<file path="src/rtl/mem_arbiter_pkg.sv">
// Shared definitions for the two-port memory arbiter: beat count,
// FSM state encoding and requester IDs.
package mem_arbiter_pkg;

  localparam int unsigned MEM_ARB_BEATS = 4;

  typedef enum logic [1:0] {
    MEM_ARB_IDLE     = 2'd0,
    MEM_ARB_CMD      = 2'd1,
    MEM_ARB_RD_WAIT  = 2'd2,
    MEM_ARB_WR_BURST = 2'd3
  } arb_state_t;

  localparam logic MEM_ARB_IC = 1'b0;
  localparam logic MEM_ARB_DC = 1'b1;

endpackage

</file>
<file path="src/rtl/mem_arbiter_pick2.sv">
// Two-way grant picker for mem_arbiter.
// Optional feature macro: MEM_ARBITER_RR_EN (round-robin via pointer input);
// without it dc wins every simultaneous request.
module arb_pick2
  import mem_arbiter_pkg::*;
(
  input  logic [1:0] req,   // bit MEM_ARB_IC = icache, bit MEM_ARB_DC = dcache
`ifdef MEM_ARBITER_RR_EN
  input  logic       ptr,   // requester preferred on a tie
`endif
  output logic       grant
);

  // Resolve the winning requester; result only matters when some req is set
  always_comb begin
    grant = MEM_ARB_IC;
`ifdef MEM_ARBITER_RR_EN
    if (req[MEM_ARB_IC] && req[MEM_ARB_DC]) begin
      grant = ptr;
    end else if (req[MEM_ARB_DC]) begin
      grant = MEM_ARB_DC;
    end
`else
    if (req[MEM_ARB_DC] || !req[MEM_ARB_IC]) begin
      grant = MEM_ARB_DC;
    end
`endif
  end

endmodule

</file>
<file path="src/rtl/mem_arbiter.sv">
// Shares one external memory interface between icache (ic_) and dcache (dc_).
// Grants a whole line transaction at a time: read command + BEATS response
// beats, or BEATS write beats. Optional feature macro: MEM_ARBITER_RR_EN
// selects round-robin arbitration; otherwise dc has fixed priority.
module mem_arbiter
  import mem_arbiter_pkg::*;
#(
  parameter int unsigned MEM_ADDR_BITS = 28,
  parameter int unsigned DATA_BITS     = 128,
  parameter int unsigned BEATS         = MEM_ARB_BEATS
) (
  input  logic                     clk,
  input  logic                     reset,
  // icache requester
  input  logic                     ic_mem_req_valid,
  output logic                     ic_mem_req_ready,
  input  logic [MEM_ADDR_BITS-1:0] ic_mem_req_addr,
  input  logic                     ic_mem_req_rw,
  input  logic                     ic_mem_req_data_valid,
  output logic                     ic_mem_req_data_ready,
  input  logic [DATA_BITS-1:0]     ic_mem_req_data_bits,
  input  logic [DATA_BITS/8-1:0]   ic_mem_req_data_mask,
  output logic                     ic_mem_resp_valid,
  output logic [DATA_BITS-1:0]     ic_mem_resp_data,
  // dcache requester
  input  logic                     dc_mem_req_valid,
  output logic                     dc_mem_req_ready,
  input  logic [MEM_ADDR_BITS-1:0] dc_mem_req_addr,
  input  logic                     dc_mem_req_rw,
  input  logic                     dc_mem_req_data_valid,
  output logic                     dc_mem_req_data_ready,
  input  logic [DATA_BITS-1:0]     dc_mem_req_data_bits,
  input  logic [DATA_BITS/8-1:0]   dc_mem_req_data_mask,
  output logic                     dc_mem_resp_valid,
  output logic [DATA_BITS-1:0]     dc_mem_resp_data,
  // memory side
  output logic                     mem_req_valid,
  input  logic                     mem_req_ready,
  output logic [MEM_ADDR_BITS-1:0] mem_req_addr,
  output logic                     mem_req_rw,
  output logic                     mem_req_data_valid,
  input  logic                     mem_req_data_ready,
  output logic [DATA_BITS-1:0]     mem_req_data_bits,
  output logic [DATA_BITS/8-1:0]   mem_req_data_mask,
  input  logic                     mem_resp_valid,
  input  logic [DATA_BITS-1:0]     mem_resp_data,
  output logic                     err_stray_resp
);

  localparam int unsigned       CNT_W     = (BEATS > 1) ? $clog2(BEATS) : 1;
  localparam logic [CNT_W-1:0]  LAST_BEAT = CNT_W'(BEATS - 1);

  arb_state_t             state;
  logic                   owner;
  logic [CNT_W-1:0]       beat_cnt;
  logic                   grant;

  logic                   own_valid;
  logic                   own_rw;
  logic                   own_data_valid;
  logic [MEM_ADDR_BITS-1:0] own_addr;
  logic [DATA_BITS-1:0]   own_data;
  logic [DATA_BITS/8-1:0] own_mask;

  logic                   fwd;
  logic                   rd_phase;
  logic                   ic_sel;
  logic                   dc_sel;
  logic                   rd_accept;
  logic                   wr_accept;
  logic                   wr_beat;
  logic                   txn_done;

`ifdef MEM_ARBITER_RR_EN
  logic                   ptr;

  arb_pick2 u_pick (
    .req   ({dc_mem_req_valid, ic_mem_req_valid}),
    .ptr   (ptr),
    .grant (grant)
  );
`else
  arb_pick2 u_pick (
    .req   ({dc_mem_req_valid, ic_mem_req_valid}),
    .grant (grant)
  );
`endif

  // Select the current owner's request fields
  always_comb begin
    if (owner == MEM_ARB_DC) begin
      own_valid      = dc_mem_req_valid;
      own_rw         = dc_mem_req_rw;
      own_data_valid = dc_mem_req_data_valid;
      own_addr       = dc_mem_req_addr;
      own_data       = dc_mem_req_data_bits;
      own_mask       = dc_mem_req_data_mask;
    end else begin
      own_valid      = ic_mem_req_valid;
      own_rw         = ic_mem_req_rw;
      own_data_valid = ic_mem_req_data_valid;
      own_addr       = ic_mem_req_addr;
      own_data       = ic_mem_req_data_bits;
      own_mask       = ic_mem_req_data_mask;
    end
  end

  // Reset gates every handshake so an aborted transaction forwards nothing
  assign fwd      = !reset && (state == MEM_ARB_CMD || state == MEM_ARB_WR_BURST);
  assign rd_phase = !reset && (state == MEM_ARB_RD_WAIT);
  assign ic_sel   = (owner == MEM_ARB_IC);
  assign dc_sel   = (owner == MEM_ARB_DC);

  assign mem_req_valid      = fwd & own_valid;
  assign mem_req_data_valid = fwd & own_data_valid;
  assign mem_req_addr       = own_addr;
  assign mem_req_rw         = own_rw;
  assign mem_req_data_bits  = own_data;
  assign mem_req_data_mask  = own_mask;

  assign ic_mem_req_ready      = fwd & ic_sel & mem_req_ready;
  assign ic_mem_req_data_ready = fwd & ic_sel & mem_req_data_ready;
  assign ic_mem_resp_valid     = rd_phase & ic_sel & mem_resp_valid;
  assign ic_mem_resp_data      = mem_resp_data;

  assign dc_mem_req_ready      = fwd & dc_sel & mem_req_ready;
  assign dc_mem_req_data_ready = fwd & dc_sel & mem_req_data_ready;
  assign dc_mem_resp_valid     = rd_phase & dc_sel & mem_resp_valid;
  assign dc_mem_resp_data      = mem_resp_data;

  // Once the command is taken, burst beats are paced by the data handshake alone
  assign rd_accept = own_valid & mem_req_ready & !own_rw;
  assign wr_accept = own_valid & mem_req_ready & own_rw & own_data_valid & mem_req_data_ready;
  assign wr_beat   = own_data_valid & mem_req_data_ready;

  assign txn_done = !reset && (
      (state == MEM_ARB_CMD      && wr_accept && (BEATS == 1)) ||
      (state == MEM_ARB_WR_BURST && wr_beat        && (beat_cnt == LAST_BEAT)) ||
      (state == MEM_ARB_RD_WAIT  && mem_resp_valid && (beat_cnt == LAST_BEAT)));

  // Transaction FSM, beat counter, owner latch and sticky stray-response flag
  always_ff @(posedge clk) begin
    if (reset) begin
      state          <= MEM_ARB_IDLE;
      owner          <= MEM_ARB_IC;
      beat_cnt       <= '0;
      err_stray_resp <= 1'b0;
    end else begin
      if (mem_resp_valid && state != MEM_ARB_RD_WAIT) begin
        err_stray_resp <= 1'b1;
      end
      case (state)
        MEM_ARB_IDLE: begin
          beat_cnt <= '0;
          if (ic_mem_req_valid || dc_mem_req_valid) begin
            owner <= grant;
            state <= MEM_ARB_CMD;
          end
        end
        MEM_ARB_CMD: begin
          if (!own_valid) begin
            state <= MEM_ARB_IDLE;
          end else if (rd_accept) begin
            beat_cnt <= '0;
            state    <= MEM_ARB_RD_WAIT;
          end else if (wr_accept) begin
            if (txn_done) begin
              beat_cnt <= '0;
              state    <= MEM_ARB_IDLE;
            end else begin
              beat_cnt <= CNT_W'(1);
              state    <= MEM_ARB_WR_BURST;
            end
          end
        end
        MEM_ARB_WR_BURST: begin
          if (wr_beat) begin
            if (txn_done) begin
              beat_cnt <= '0;
              state    <= MEM_ARB_IDLE;
            end else begin
              beat_cnt <= beat_cnt + CNT_W'(1);
            end
          end
        end
        MEM_ARB_RD_WAIT: begin
          if (mem_resp_valid) begin
            if (txn_done) begin
              beat_cnt <= '0;
              state    <= MEM_ARB_IDLE;
            end else begin
              beat_cnt <= beat_cnt + CNT_W'(1);
            end
          end
        end
        default: begin
          beat_cnt <= '0;
          state    <= MEM_ARB_IDLE;
        end
      endcase
    end
  end

`ifdef MEM_ARBITER_RR_EN
  // Prefer the requester that did not own the last completed transaction
  always_ff @(posedge clk) begin
    if (reset) begin
      ptr <= MEM_ARB_DC;
    end else if (txn_done) begin
      ptr <= ~owner;
    end
  end
`endif

endmodule

</file>
<file path="config.mk">
export PLATFORM = sky130hd
export DESIGN_NAME = mem_arbiter
export DESIGN_NICKNAME = d
export VERILOG_FILES = /design/src/rtl/mem_arbiter_pkg.sv /design/src/rtl/mem_arbiter_pick2.sv /design/src/rtl/mem_arbiter.sv
export SDC_FILE = /design/constraint.sdc
export NUM_CORES = 1
export LEC_CHECK = 0
export CORE_AREA = 3 3 355 357
export DETAILED_ROUTE_END_ITERATION = 7
export DIE_AREA = 0 0 358 360
export GPL_TIMING_DRIVEN = 0
export PLACE_DENSITY_LB_ADDON = 0.15
export SETUP_SLACK_MARGIN = 0.2
export SLEW_MARGIN = 20
export SYNTH_ARGS = -nofsm -noshare
export SYNTH_HDL_FRONTEND = slang
export SYNTH_SLANG_ARGS = --single-unit
</file>
<file path="constraint.sdc">
create_clock -name clk -period 1.9 [get_ports clk]
set_clock_uncertainty 0.1 [all_clocks]
set_input_delay 0.285 -clock clk [delete_from_list [all_inputs] [get_ports clk]]
set_output_delay 0.285 -clock clk [all_outputs]
set_load 0.01 [all_outputs]
</file>
## Yosys cells after proc, flatten, opt, wreduce, memory -nomap -nowiden

Cells that the tools add are included.

| word-level totals | value |
|---|---|
| input port bits | 483 |
| bits in registers | 6 |
| output and inout bits | 438 |

| operators by class | value |
|---|---|
| equality and inequality tests | 11 |
| reductions and logical operators | 19 |
| multiplexer cells | 24 |
| bitwise logic cells | 19 |
| $add $sub $neg | 1 |

Operator list:

| cell | count |
|---|---|
| 128-bit 2-to-1 mux | 1 |
| 2-bit 2-to-1 mux | 14 |
| 28-bit 2-to-1 mux | 1 |
| 1-bit AND | 18 |
| 16-bit 2-to-1 mux | 1 |
| 2-bit case mux with 4 select lines | 2 |
| 2-bit != test (second input constant) | 5 |
| 1-bit logical AND | 8 |
| 4-bit AND reduction | 2 |
| 2-bit == test (second input constant) | 3 |
| 1-bit 2-to-1 mux | 5 |
| 1-bit logical OR | 4 |
| 4-bit != test (second input constant) | 1 |
| 1-bit zero test | 3 |
| 3-bit != test (second input constant) | 1 |
| 2-bit by 1-bit adder with 2-bit output (second input constant) | 1 |
| 2-bit by 1-bit == test with 1-bit output (second input constant) | 1 |
| 2-bit zero test | 1 |
| 2-bit AND reduction | 1 |
| 1-bit inverter | 1 |

## Longest topological paths before layout

Gate-level depths: netlist of the first run.

| depth | value |
|---|---|
| depth in word-level cells | 11 |
| depth in mapped cells | 6 |

## Modules after synthesis

A second synthesis of the first run with hierarchy kept.

| unflattened totals | value |
|---|---|
| cells, all modules | 516 |
| area total of the unflattened synthesis | 4495.6 um2 |

By module, submodules not included:

| module | area each (um2) | seq. area each (um2) | cells each | instances |
|---|---|---|---|---|
| mem_arbiter | 4489.3 | 120.1 | 515 | 1 |
| arb_pick2 | 6.3 | 0.0 | 1 | 1 |

## Worst setup path after synthesis of the first run

OpenSTA, ideal clock, no wires.

| timing | value |
|---|---|
| path type | register to output |
| start | register owner (netlist: dc_sel) |
| end | output port mem_req_addr[0] |
| buffers on the path | 3 |
| data arrival time | 1.258 ns |
| data required time | 1.515 ns |
| setup slack | 0.257 ns |
| stages on the path, launching flop included | 5 |
| cell sequence | dfxtp_1 > buf_6 > clkbuf_1 > buf_2 > mux2_2 |

| between the ends | value |
|---|---|
| cells in the longest elaborated chain, start to end | 1 |

RTL lines:

| item | line | text |
|---|---|---|
| start: declaration | mem_arbiter.sv:54 | `logic owner;` |
| start signal: assignment | mem_arbiter.sv:156 | `owner <= grant;` |
| 28-bit 2-to-1 mux | mem_arbiter.sv:91 | `if (owner == MEM_ARB_DC) begin` |
| end: declaration | mem_arbiter.sv:39 | `output logic [MEM_ADDR_BITS-1:0] mem_req_addr,` |

No other way between the ends.

## Worst setup path in the final report of the first run

| timing | value |
|---|---|
| start | register owner (netlist: dc_sel) |
| end | output port mem_req_data_bits[6] |

| between the ends | value |
|---|---|
| cells in the longest elaborated chain, start to end | 1 |

RTL lines:

| item | line | text |
|---|---|---|
| 128-bit 2-to-1 mux | mem_arbiter.sv:91 |  |
| end: declaration | mem_arbiter.sv:43 | `output logic [DATA_BITS-1:0] mem_req_data_bits,` |

No other way between the ends.

==> impl.org, run 1 <==
** Hold path
- Worst min-delay path category :: in2reg
- Along the worst hold path, the cell count comes to 2.
- For hold timing, the worst endpoint is dc_sel$_SDFFE_PP0P_.
- Hold Path Origin :: reset

** Placement
- Final RePlAce weighted congestion :: 0.7753
- Half-perimeter wire length after placement :: 45970 um
- In this run, placement finished with an instance count of 2941.
- In this run the cell area measured after placement is 14430 um^2.
- IO Port Bufs :: 791
- Setup Slack @ Placement :: -1.261 ns

** Clocking
- CTS tree :: built
- The number of clock buffers added by TritonCTS is 3.
- Latest clock arrival within the worst-skew pair :: 0.23 ns
- For this design, the sink count on the clock tree is 6.
- Clock input transition at the sequential cells of the worst setup and hold paths :: 0.03 ns
- Maximum clock path buffer count :: 2
- Buffer cell driving the clock tree root :: sky130_fd_sc_hd__clkbuf_16
- Max H-tree Level :: 1

** Final layout
- Share of cells above drive strength 1 :: 0.5387
- From synthesis to final layout, the design area changed by 288.9%.
- Final core area utilization :: 0.1409
- Number of nets in the layout :: 1893
- Counting the fill cells in the layout gives 13990.
- Fin area :: 17370 um^2
- In the final layout, flip-flops and latches occupy 122.6 um^2.
- In the final layout, the multi-input gates occupy 3040 um^2.
- Final cell count without fillers :: 3045

** Flow run
- The tool flagged a number of max-cap violations equal to 0.

** Pwr
- The share of total power dissipated in the clock network is 0.057.
- Switching power share of the total :: 0.3252
- Power density relative to cell area :: 342.2 nW/um^2
- The share of total power dissipated in sequential elements is 0.026.
- The internal portion of the total power is 4.012 mW.
- For this design the total switching power over the nets is 1.933 mW.
- Of the total power, combinational logic draws 0.916.
- Power comes to 5.945 mW.
- Static leakage :: 7.183 nW
- Max IR drop VDD :: 0.2271 mV

** Setup path
- Endpoint arrival time on the critical path :: 1.75 ns
- STA classifies the critical path endpoint as a primary output.
- Kind of launch point of the worst setup path :: flip-flop
- In this run the critical register-to-register path is captured at beat_cnt[0]$_SDFFE_PP0P_.
- STA puts the critical path data required time at 1.51 ns.
- Measured in cells, the most critical reg-to-reg path has a length of 8.
- In this run the register-to-register setup slack is -0.04 ns.
- Type of the setup path with the least slack :: reg2out
- In this run the critical register-to-register path is launched from dc_sel$_SDFFE_PP0P_.
- In this run the worst path has a maximum fanout of 8.

** Detailed routing
- The detailed router finished its first iteration with 133 violations.
- The count of nets left with antenna violations once routing finished came out at 0.
- Per-cell via count in the routed design :: 2.298
- Count of vias placed by the detailed router :: 6997
- WL/cell :: 17.21 um
- In the routed design, unresolved DRC markers number 0.
- 1st-pass router iterations :: 4
- After detailed routing, the total wire length is 52400 um.

** GRT
- Number of antenna violations at the first check in global routing :: 14
- Summed over all layers, the global routing overflow is 0.
- The first global-routing pass estimated 65530 um of wire.
- Maximum number of pins on one net before global-route repair :: 11
- Global-route usage over all layers :: 0.07452
- The via count of the first global-routing pass was 7534.

** Yosys
- Synthesis inferred 6 register bits.
- Mapped Nets :: 997
- The synthesized design spends more area on one cell type than any other, namely sky130_fd_sc_hd__mux2_2.
- Most common flop cell mapped by yosys :: sky130_fd_sc_hd__dfxtp_1
- Of the post-synthesis cell area, the dominant cell type holds 0.4387.
- Most frequent cells after synthesis :: 256 x sky130_fd_sc_hd__buf_4, 174 x sky130_fd_sc_hd__mux2_2, 18 x sky130_fd_sc_hd__buf_2, 8 x sky130_fd_sc_hd__nor2_1
- During synthesis, Yosys emitted a total of 0 warnings.
- Number of enable-type register cells in the synthesized netlist :: 0
- Dividing the synthesized area by the synthesized cell count gives 8.707 um^2.
- By instance count, the leading cell after synthesis is sky130_fd_sc_hd__buf_4.
- Yosys mapped the design onto 35 distinct sky130hd cell types.
- Proportion of synthesized chip area in sequential cells :: 0.02689
- Synthesized instance count :: 513
- Largest cells by area after synthesis :: sky130_fd_sc_hd__mux2_2 44%, sky130_fd_sc_hd__buf_4 43%, sky130_fd_sc_hd__dfxtp_1 2.7%, sky130_fd_sc_hd__buf_2 2.0%, sky130_fd_sc_hd__mux2i_1 0.67%
- Post-synth ARST share :: 0
- The synthesized netlist occupies a cell area of 4467 um^2.

** Floorplan
- Effective utilization at floorplan :: 0.03622
- Die Y-Extent :: 360 um
- Row cnt :: 129
- The region available for standard cell placement spans 123300 um^2.
- For this design the top-level I/O count stands at 921.
- In this run the horizontal extent of the chip is 358 um.
- Die Outline Area :: 128900 um^2

** STA
- Final-report setup violation count :: 177
- For the pin with the worst max-slew slack, the measured transition is 0.4843 ns.
- Setup slack on the critical path of the routed design comes to -0.2346 ns.
- Final worst path period share :: 1.123
- Number of slew-limit violations in the final report :: 0
- Setup repair after global routing could not meet its margin everywhere.
- Measured against its own limit, the worst slew margin works out to 0.6771.
- On the final layout, the worst hold slack is 0.3647 ns.
- Final Critical Period :: 2.135 ns
- The hold violation count in the final report came to 0.
- In the final timing run, aggregate negative setup slack is -24.12 ns.
- Achievable Freq :: 468.5 MHz

** Outcome
- The final reports fail on negative setup slack.
- The run finished, with violations left.
-- cell type report --
cell class              count  area share
clock buffers               3    0.004322
repair buffers            891      0.5583
diodes                      1   0.0001441
plain buffers             279      0.1363
multi-input cells         224      0.1750
inverters                   4   0.0008643
well taps                1637      0.1179
flip-flops and latches      6    0.007058
-- layer usage --
metal / global-route usage / wire length (um)
met1: 0.07770 / 18440
met4: 0.005720 / 403
met5: 0 / 13
met3: 0.02118 / 4480
met2: 0.1502 / 29070
-- what timing repair did --
item	CTS	global route
buffers inserted	51	31
hold buffers	0	0
gates resized for setup	1142	237
endpoints found under the setup margin	187	185
pin swaps	2	4
gates cloned	13	5
-- worst max path at each step --
stage                             start                    end  slack, ns
finish              dc_sel$_SDFFE_PP0P_   mem_req_data_bits[6]      -0.23
global route        dc_sel$_SDFFE_PP0P_  mem_req_data_bits[95]      -0.27
CTS                 dc_sel$_SDFFE_PP0P_  mem_req_data_mask[13]      -0.27
detailed placement  dc_sel$_SDFFE_PP0P_      dc_mem_resp_valid      -1.26
global placement    dc_sel$_SDFFE_PP0P_      dc_mem_resp_valid      -1.82
floorplan           dc_sel$_SDFFE_PP0P_        mem_req_addr[0]       0.26
-- power groups by stage --
| stage | combinational [mW] | sequential [mW] | clock (mW) |
|---|---|---|---|
| 2_1_floorplan | 1.50 | 0.151 | 0 |
| 3_3_place_gp | 4.10 | 0.154 | 0 |
| 3_5_place_dp | 4.08 | 0.154 | 0 |
| 4_1_cts | 5.02 | 0.155 | 0.347 |
| 5_1_grt | 5.76 | 0.160 | 0.353 |
| 6_report | 5.45 | 0.157 | 0.341 |
-- logic make-up after synthesis --
family / after synthesis / synth area share
buf+inv: 283 / 0.4597
compound gates: 17 / 0.02858
fa+ha+maj: 1 / 0.002801
flops: 6 / 0.02689
mux: 178 / 0.4487
simple gates: 28 / 0.03333
-- state kept, by name (all words and copies together) (netlist names) --
| name | flops |
|---|---|
| dc_sel | 1 |
| beat_cnt | 2 |
| state | 2 |
| err_stray_resp | 1 |
-- cell usage in the layout (no fill, tap or decap), types with 3 or more instances in the layout --
cell type / count
sky130_fd_sc_hd__buf_8: 6
sky130_fd_sc_hd__mux2_4: 171
sky130_fd_sc_hd__nor2_1: 7
sky130_fd_sc_hd__buf_16: 12
sky130_fd_sc_hd__inv_1: 4
sky130_fd_sc_hd__dfxtp_1: 4
sky130_fd_sc_hd__buf_6: 231
sky130_fd_sc_hd__mux2_2: 4
sky130_fd_sc_hd__dlygate4sd2_1: 3
sky130_fd_sc_hd__nand2_1: 6
sky130_fd_sc_hd__clkdlybuf4s50_1: 606
sky130_fd_sc_hd__clkbuf_16: 12
sky130_fd_sc_hd__buf_4: 260
sky130_fd_sc_hd__buf_2: 3
sky130_fd_sc_hd__buf_12: 37
-- worst max-delay path: stages, from the launching register on --
cell                        delay [ns]
sky130_fd_sc_hd__dfxtp_2          0.32
sky130_fd_sc_hd__buf_12           0.14
sky130_fd_sc_hd__buf_12           0.12
sky130_fd_sc_hd__clkbuf_16        0.17
sky130_fd_sc_hd__buf_12           0.15
sky130_fd_sc_hd__buf_12           0.12
sky130_fd_sc_hd__mux2_4           0.33
sky130_fd_sc_hd__buf_6            0.15
(Power assumes the default switching activity.)
==> inputs of run 2 (changes only) <==
--- a/config.mk
+++ b/config.mk
@@ -5,9 +5,9 @@
 export SDC_FILE = /design/constraint.sdc
 export NUM_CORES = 1
 export LEC_CHECK = 0
-export CORE_AREA = 3 3 355 357
+export CORE_AREA = 2 2 354 356
 export DETAILED_ROUTE_END_ITERATION = 7
-export DIE_AREA = 0 0 358 360
+export DIE_AREA = 0 0 356 358
 export GPL_TIMING_DRIVEN = 0
 export PLACE_DENSITY_LB_ADDON = 0.15
 export SETUP_SLACK_MARGIN = 0.2
==> run 2 against run 1 <==
Net effect: the flow still finishes with violations (negative setup slack); sequential share of layout area barely moved; maximum frequency down 3.0%; die area down 1.1%; setup slack lost 0.066 ns; routed wire length increased by 12%; non-clock buffer count increased by 11; critical path depth grew 1; core utilization down 0.12 points; power up 2.6%; global-route usage rose by 0.89 points.
==> impl.org, run 2 (synthesis gave the netlist of run 1 again) <==
** Outcome
- Violated checks :: negative setup slack
- The flow ran to the end, but the final reports show violations.

** Setup path
- Endpoint arrival time on the critical path :: 1.82 ns
- Number of buffers and inverters on the critical path :: 7
- For the worst flop-to-flop path, the logic depth is 9.
- Reg2reg end :: beat_cnt[1]$_SDFFE_PP0P_
- The most numerous cell type found on the critical path is sky130_fd_sc_hd__buf_6.
- Largest fanout on the critical path :: 7
- The critical path goes through buf_6 > clkbuf_16 > buf_6 > buf_8 > buf_16 > buf_6 > mux2_4 > buf_6.
- The setup check on the worst reg-to-reg path leaves a slack of -0.10 ns.
- Kind of launch point of the worst setup path :: flip-flop
- STA classifies the critical path endpoint as a primary output.
- Cell with the biggest individual delay on the critical path :: sky130_fd_sc_hd__dfxtp_2
- STA puts the critical path data required time at 1.51 ns.
- Top cell family by delay on the critical path :: buffers and inverters
- Slowest stage delay, CP :: 0.31 ns
- Reg2reg start :: dc_sel$_SDFFE_PP0P_
- The critical path in this run is classified as reg2out.

** GRT
- Global routing finished with a remaining overflow of 0.
- In the global route stage, overall resource usage came out at 0.08343.
- Global-route wire length before repair :: 70460 um
- The initial antenna violation count came to 9.
- Entering global routing, the biggest net connects 11 pins.
- Via count of the first global-routing pass :: 7288

** Floorplan
- The initial utilization of the core area, before any placement, comes to 0.03622.
- Die Y-Extent :: 358 um
- The floorplan step defined a core boundary enclosing 123300 um^2.
- The die covers 127400 um^2.
- Row cnt :: 129
- The floorplan step set the die width to 356 um.
- # IOs :: 921

** Final layout
- Leaving out fill and tap cells, the most frequent cell in the layout is sky130_fd_sc_hd__clkdlybuf4s50_1.
- Area added between synthesis and finish :: 285.7%
- In the layout the commonest cells are 608 x sky130_fd_sc_hd__clkdlybuf4s50_1, 264 x sky130_fd_sc_hd__buf_4, 203 x sky130_fd_sc_hd__buf_6, 150 x sky130_fd_sc_hd__mux2_4, 37 x sky130_fd_sc_hd__buf_12.
- In the final layout, the share of cells above drive strength 1 is 0.5353.
- Final core area utilization :: 0.1397
- Largest registers :: beat_cnt x2, state x2
- Number of nets in the layout :: 1904

** STA
- Final-report setup violation count :: 177
- RSZ-0062 raised after global routing :: true
- Transition time at the pin with the least slew margin :: 0.4896 ns
- Final Worst Setup Slack :: -0.3005 ns
- Sum of negative setup slack :: -29.04 ns
- The hold violation count in the final report is 0.
- Final worst path period share :: 1.158
- Final Critical Period :: 2.201 ns
- The worst pin sits at a relative slew slack of 0.6736.
- Number of slew-limit violations in the final report :: 0
- Achievable Freq :: 454.4 MHz

** Flow run
- Across the run, the number of max-cap violations was 0.

** Detailed routing
- Count of vias placed by the detailed router :: 7011
- After detailed routing, the total wire length is 58590 um.
- Number of routed nets with antenna violations :: 0
- In the routed design, unresolved DRC markers number 0.
- WL/cell :: 19.15 um
- For this block, the initial DRC count from the detailed router was 148.
- The first detailed-routing pass ran for 4 iterations.
- Per-cell via count in the routed design :: 2.292

** Pwr
- The share of total power dissipated in combinational logic is 0.917.
- For this design the ratio of total power to cell area is 353.9 nW/um^2.
- Static leakage :: 7.116 nW
- Switching power :: 2.136 mW
- Cell internal power was estimated by the tool at 3.963 mW.
- IR analysis of the VDD net gives a maximum drop of 0.1758 mV.
- Sequential power share :: 0.026
- Of the total power, the share spent switching nets is 0.3502.
- The share of total power dissipated in the clock network is 0.057.

** Clocking
- Max H-tree Level :: 1
- TritonCTS built the clock tree.
- Maximum clock path buffer count :: 2
- After clock tree synthesis, the clock-pin slew on the worst setup and hold paths is 0.04 ns.
- Clock sinks :: 6
- Buffer cell driving the clock tree root :: sky130_fd_sc_hd__clkbuf_16
- Counting the buffers created by CTS gives 3.
- The later pin in the worst-skew pair is clocked with a latency of 0.23 ns.

** Placement
- During placement, the flow inserted port buffers numbering 791.
- Timing analysis after detailed placement gives a worst setup slack of -1.679 ns.
- The congestion estimate from routability-driven global placement came to 0.7847.
- Half-perimeter wire length after placement :: 51540 um

** Hold path
- In this run the most critical hold path is launched from reset.
- Count of cells along the worst hold path :: 2
- The path with the worst hold slack has its endpoint at err_stray_resp$_SDFFE_PP0P_.
- The path class of the tightest hold or removal check is in2reg.
[run 2: final cells by class]
class | count | area (um^2)
repair buffers | 902 | 9641
inverters | 4 | 15.01
well taps | 1637 | 2048
clock buffers | 3 | 75.07
diodes | 4 | 10.01
multi-input cells | 224 | 2959
plain buffers | 279 | 2359
fillers | 14070 | 106100
flip-flops and latches | 6 | 122.6
[run 2: per-stage QoR]
stage	instances	hold WS, ns	total power [mW]	cell area [um^2]
after global placement	2941	0.3683	4.492	14430
after global routing	3056	0.3820	6.454	17220
after detailed placement	2941	0.3695	4.474	14430
final	3059	0.3596	6.098	17230
after CTS	3028	0.3506	5.847	16330
after floorplan	513	0.3257	1.652	4467
[run 2: worst max path at each step]
stage	from	to	slack, ns	cells after the start
2_1_floorplan	dc_sel$_SDFFE_PP0P_	mem_req_addr[0]	0.26	4
3_3_place_gp	dc_sel$_SDFFE_PP0P_	mem_req_data_bits[27]	-1.82	5
3_5_place_dp	dc_sel$_SDFFE_PP0P_	mem_req_data_bits[95]	-1.68	5
4_1_cts	dc_sel$_SDFFE_PP0P_	mem_req_data_bits[22]	-0.37	6
5_1_grt	dc_sel$_SDFFE_PP0P_	mem_req_data_mask[7]	-0.37	6
6_report	dc_sel$_SDFFE_PP0P_	mem_req_data_bits[94]	-0.30	8
[run 2: power by group through the flow]
stage	Sequential (mW)	Combinational [mW]	Clock (mW)
3_3_place_gp	0.154	4.34	0
4_1_cts	0.156	5.34	0.353
3_5_place_dp	0.155	4.32	0
2_1_floorplan	0.151	1.50	0
5_1_grt	0.159	5.93	0.362
6_report	0.157	5.59	0.348
[run 2: repair_timing]
action                                  CTS  global route
gates resized for setup                1158           181
endpoints found under the hold margin     0             0
gates cloned                              8             2
hold buffers                              0             0
setup buffers                            76            25
pin swaps                                 4             6
setup endpoints to repair               186           185
[run 2: layer usage]
metal / track usage / part of all wire / vias to the layer above
met1: 0.09678 / 0.38 / 3246
met4: 0.01266 / 0.015 / 2
met3: 0.02768 / 0.097 / 24
met5: 0 / 0.00012 / -
met2: 0.1504 / 0.51 / 432
li1: - / - / 3307
[run 2: worst reg2reg max path, cell delays in order, from the launching register on]
cell and delay, ns:
sky130_fd_sc_hd__dfxtp_2 0.31, sky130_fd_sc_hd__buf_6 0.13, sky130_fd_sc_hd__buf_4 0.13, sky130_fd_sc_hd__buf_6 0.10
sky130_fd_sc_hd__buf_6 0.12, sky130_fd_sc_hd__nand2b_4 0.14, sky130_fd_sc_hd__o32a_1 0.33, sky130_fd_sc_hd__a32o_2 0.30
sky130_fd_sc_hd__mux2i_1 0.15, sky130_fd_sc_hd__nor2_1 0.05
